===== config.mk =====
export PLATFORM = sky130hd
export DESIGN_NAME = symbol_feeder
export DESIGN_NICKNAME = d
export VERILOG_FILES = /design/src/rtl/symbol_feeder.sv
export SDC_FILE = /design/constraint.sdc
export NUM_CORES = 1
export LEC_CHECK = 0
export ABC_AREA = 1
export CAP_MARGIN = 10
export CORE_MARGIN = 5
export CORE_UTILIZATION = 50
export CTS_CLUSTER_DIAMETER = 200
export CTS_CLUSTER_SIZE = 12
export DETAILED_ROUTE_END_ITERATION = 7
export MAX_ROUTING_LAYER = met4
export PLACE_DENSITY = 0.73
export SLEW_MARGIN = 40
export SYNTH_ARGS = -nofsm -noshare
export SYNTH_HDL_FRONTEND = slang
export SYNTH_SLANG_ARGS = --single-unit

===== constraint.sdc =====
create_clock -name clk -period 4.21 [get_ports clk]
set_input_delay 0.842 -clock clk [delete_from_list [all_inputs] [get_ports clk]]
set_output_delay 0.842 -clock clk [all_outputs]
set_load 0.02 [all_outputs]

===== src/rtl/symbol_feeder.sv =====
// Symbol FIFO feeding a downstream sequence detector: circular buffer with registered pop output.
// Optional occupancy output enabled by defining SYMBOL_FEEDER_LEVEL_EN.
module symbol_feeder #(
  parameter int DEPTH = 4,
  parameter int LW    = 3
) (
  input  logic          clk,
  input  logic          reset,
  input  logic [1:0]    in_sym,
  input  logic          in_valid,
  output logic          in_ready,
  input  logic          run,
  output logic [1:0]    num,
  output logic          num_valid,
  output logic          overflow
`ifdef SYMBOL_FEEDER_LEVEL_EN
  ,
  output logic [LW-1:0] level
`endif
);

  localparam int PW = LW - 1;
  localparam logic [LW-1:0] FULL_CNT = LW'(DEPTH);

  logic [1:0]    mem_q [DEPTH];
  logic [PW-1:0] wr_ptr_q, wr_ptr_d;
  logic [PW-1:0] rd_ptr_q, rd_ptr_d;
  logic [LW-1:0] count_q, count_d;
  logic [1:0]    num_q, num_d;
  logic          num_valid_q, num_valid_d;
  logic          overflow_q, overflow_d;
  logic          full_s;
  logic          push_s;
  logic          pop_s;

  // Handshake decode; full blocks a push even when a pop frees a slot on the same edge.
  always_comb begin
    full_s = (count_q == FULL_CNT);
    push_s = in_valid && !full_s;
    pop_s  = run && (count_q != {LW{1'b0}});
  end

  // Next-state for pointers, occupancy, output stage and sticky overflow.
  always_comb begin
    wr_ptr_d    = wr_ptr_q;
    rd_ptr_d    = rd_ptr_q;
    count_d     = count_q + {{(LW-1){1'b0}}, push_s} - {{(LW-1){1'b0}}, pop_s};
    num_d       = 2'b00;
    num_valid_d = 1'b0;
    overflow_d  = overflow_q;
    if (push_s) begin
      wr_ptr_d = wr_ptr_q + PW'(1);
    end else begin
      wr_ptr_d = wr_ptr_q;
    end
    // Idle cycles emit 00 so the detector falls back to its start state.
    if (pop_s) begin
      rd_ptr_d    = rd_ptr_q + PW'(1);
      num_d       = mem_q[rd_ptr_q];
      num_valid_d = 1'b1;
    end else begin
      rd_ptr_d    = rd_ptr_q;
      num_d       = 2'b00;
      num_valid_d = 1'b0;
    end
    if (in_valid && full_s) begin
      overflow_d = 1'b1;
    end else begin
      overflow_d = overflow_q;
    end
  end

  // Control and output registers; reset wins over push and pop.
  always_ff @(posedge clk) begin
    if (reset) begin
      wr_ptr_q    <= {PW{1'b0}};
      rd_ptr_q    <= {PW{1'b0}};
      count_q     <= {LW{1'b0}};
      num_q       <= 2'b00;
      num_valid_q <= 1'b0;
      overflow_q  <= 1'b0;
    end else begin
      wr_ptr_q    <= wr_ptr_d;
      rd_ptr_q    <= rd_ptr_d;
      count_q     <= count_d;
      num_q       <= num_d;
      num_valid_q <= num_valid_d;
      overflow_q  <= overflow_d;
    end
  end

  // Symbol storage; contents are not cleared by reset since the pointers discard them.
  always_ff @(posedge clk) begin
    if (!reset && push_s) begin
      mem_q[wr_ptr_q] <= in_sym;
    end
  end

  assign in_ready  = !full_s;
  assign num       = num_q;
  assign num_valid = num_valid_q;
  assign overflow  = overflow_q;
`ifdef SYMBOL_FEEDER_LEVEL_EN
  assign level     = count_q;
`endif

endmodule


==> results of run 1 <==
==> flip-flops by register name (all words and copies together) (netlist names) <==
register / count
mem_q: 8
count_q: 3
num: 2
rd_ptr_q: 2
wr_ptr_q: 2
num_valid: 1
overflow: 1
==> synth_stat cells, drive strengths merged <==
| cell type | count |
|---|---|
| nand3 | 11 |
| ha | 5 |
| fa | 1 |
| a21oi | 8 |
| or2 | 1 |
| nor2 | 12 |
| clkinv | 1 |
| edfxtp | 8 |
| inv | 25 |
| dfxtp | 11 |
| nand2 | 23 |
==> logic make-up (layout without fill, tap and decap cells) <==
kind of cell,after synthesis,in the layout,share of synthesized area [%]
and+or+nand+nor,47,47,26.2
AOI/OAI and AO/OA,8,8,5.09
buffers and inverters,26,40,10.6
DFF,19,19,49.3
adders and majority gates,6,6,8.84
==> cell type report <==
type / count / share of cell area, %
Sequential cell: 19 / 42.2
Multi-Input combinational cell: 61 / 34.4
Timing Repair Buffer: 10 / 9.16
Inverter: 26 / 9.05
Tap cell: 25 / 2.86
Clock buffer: 4 / 2.41
==> power breakdown <==
part | leakage [nW] | internal (mW) | switching [mW]
clock | 0.0150 | 0.0368 | 0.0510
combinational | 0.319 | 0.0917 | 0.134
sequential | 0.163 | 0.225 | 0.0354
total | 0.497 | 0.353 | 0.221
==> metal layers <==
layer  up-vias  wire, µm  GRT usage, %
met5         -         0             -
met3         4        63          3.38
li1        351         -             -
met1       296       661          13.9
met4         0        22          6.38
met2        12       733          20.2
==> worst paths after layout <==
path | start | endpoint | depth (start not counted)
setup / recovery | count_q[1] | in_ready | 3
setup reg to reg | count_q[1] | count_q[2] | 10
hold reg to reg | overflow | overflow | 2
hold / removal | overflow | overflow | 2
==> critical path, delay by kind of cell (launching register included) <==
kind | cells | cell delay, ns
flip-flops | 1 | 0.46
AND/OR/NAND/NOR | 2 | 0.19
buffers and inverters | 1 | 0.61
==> metrics by stage <==
stage | cell area (µm²) | cells | utilization (%) | power, mW
3_3_place_gp | 1070 | 141 | 61.1 | 0.483
6_report | 1090 | 145 | 62.6 | 0.574
3_5_place_dp | 1070 | 141 | 61.1 | 0.494
2_1_floorplan | 935 | 106 | - | 0.429
4_1_cts | 1090 | 145 | 62.6 | 0.579
5_1_grt | 1090 | 145 | 62.6 | 0.622
==> results.py, run 1 <==
metrics = {
    "worst_setup_path": {
        "worstSetupPathType": "reg -> out",
        "cp-end-kind": "output port",
        "critPathMaxStageDelay_ns": 0.61,
        "required_ns": 3.37,
        "rrSetupSlack_ns": 2.45,
        "cp-start-kind": "flop",
        "crit_slowest_cell": "clkdlybuf4s50_1",
        "path_max_fanout": 6,
        "crit_path_cell_trace": "nor2_4 -> nand2_4 -> clkdlybuf4s50_1",
        "critPathArrivalTime_ns": 1.56,
    },
    "drt": {
        "routed_wirelength_mm": 1.48,
        "firstDrtPassIters": 4,
        "drt_iter0_markers": 10,
        "drtAntennaViolNets": 0,
        "drcViolationCount": 0,
        "vias": 663,
        "via_per_inst": 4.57,
        "wl_per_cell_um": 10.2,
    },
    "floorplanning": {
        "die_area_um2": 2830,
        "die_w_um": 53.2,
        "core_um2": 1750,
        "dieHeight_um": 53.2,
        "start_util_pct": 53.5,
        "ioPinCount": 11,
        "rows": 15,
    },
    "timing": {
        "relSlewSlack_pct": 83.2,
        "fin_crit_sh_pct": 57.0,
        "fmax_mhz": 417,
        "slew_violations": 0,
        "hold_viol": 0,
        "hold_ws_ns": 0.466,
        "setup_slack_ns": 1.81,
        "tightestPinTransition_ns": 0.252,
        "setup_viol": 0,
        "skew_ns": 0.00120,
        "fin_crit_ns": 2.40,
        "rsz0062_at_grt": "no",
        "final.setup.tns_ns": 0,
    },
    "yosys": {
        "synth_area_um2": 935,
        "synth_top_area_cell": "edfxtp_1",
        "yosys.area.top_type_share_pct": 25.7,
        "avgSynthCellArea_um2": 8.82,
        "synth-seq-cells": 19,
        "ys_seq_area_share_pct": 49.3,
        "yosys_warnings": 0,
        "synthTopCellsByArea": "edfxtp_1 26%, dfxtp_1 24%, inv_1 8.4%, nand2_1 7.6%, ha_1 6.7%",
        "ys_types": 17,
        "syn_nets": 118,
        "syn_inst": 106,
    },
    "global_route": {
        "overflow": 0,
        "grt_pass1_vias": 601,
        "antenna_found_initial": 0,
        "grtUsageTotal_pct": 12.4,
        "grt_pass1_wl_mm": 2.36,
        "grt_max_degree": 11,
    },
    "final_layout": {
        "ff_latch_area_um2": 460,
        "nets": 133,
        "mostFrequentLayoutCells": "21 x inv_1, 19 x nand2_1, 11 x dfxtp_1, 10 x nand3_1, 10 x clkdlybuf4s50_1",
        "syn2layout_area_growth_pct": 16.9,
        "drive_above_1_share_pct": 16.7,
        "diodes": 0,
        "nFillCells": 158,
        "layout_commonest_cell": "inv_1",
        "multi_input_area_um2": 375,
    },
    "power": {
        "peakVddDrop_mv": 0.302,
        "p_leak_nw": 0.497,
        "power_density_nw_per_um2": 526,
    },
    "place": {
        "dp_hpwl_mm": 1.23,
        "post-place-ws_ns": 1.63,
        "place.gp.congestion": 0.743,
        "port_buffers": 10,
    },
    "clocking": {
        "clockBufferDepth": 2,
        "clkTransAtPathRegs_ns": 0.10,
        "cts_tree": "built",
        "clock_sinks": 19,
        "numCtsBuffers": 3,
        "cts_hold_buf": 0,
        "cts_resized": 0,
        "htreeDepth": 1,
        "post_cts_buffers": 0,
        "clk_latency_ns": 0.29,
        "ctsRootBufferMaster": "clkbuf_4",
    },
    "run": {
        "cap_violations": 0,
    },
    "worst_hold_path": {
        "hp-class": "reg -> reg",
    },
    "run_status": {
        "status": "finished clean",
    },
}
No activity file was read; power rests on OpenSTA's default activity.
==> run 2, diff against run 1 <==
==> constraint.sdc (replaced) <==
create_clock -name clk -period 2.4 [get_ports clk]
set_input_delay 0.48 -clock clk [delete_from_list [all_inputs] [get_ports clk]]
set_output_delay 0.48 -clock clk [all_outputs]
set_load 0.02 [all_outputs]
==> results of run 2 <==
The final DEF is identical to that of run 1. Status: finished clean.
Among the figures that moved: setup slack after placement 1.63 ns -> 0.182 ns; setup slack after layout 1.81 ns -> 0.363 ns; register-to-register setup slack 2.45 ns -> 0.64 ns; total power 0.574 mW -> 1.01 mW; worst IR drop on VDD 0.302 mV -> 0.530 mV
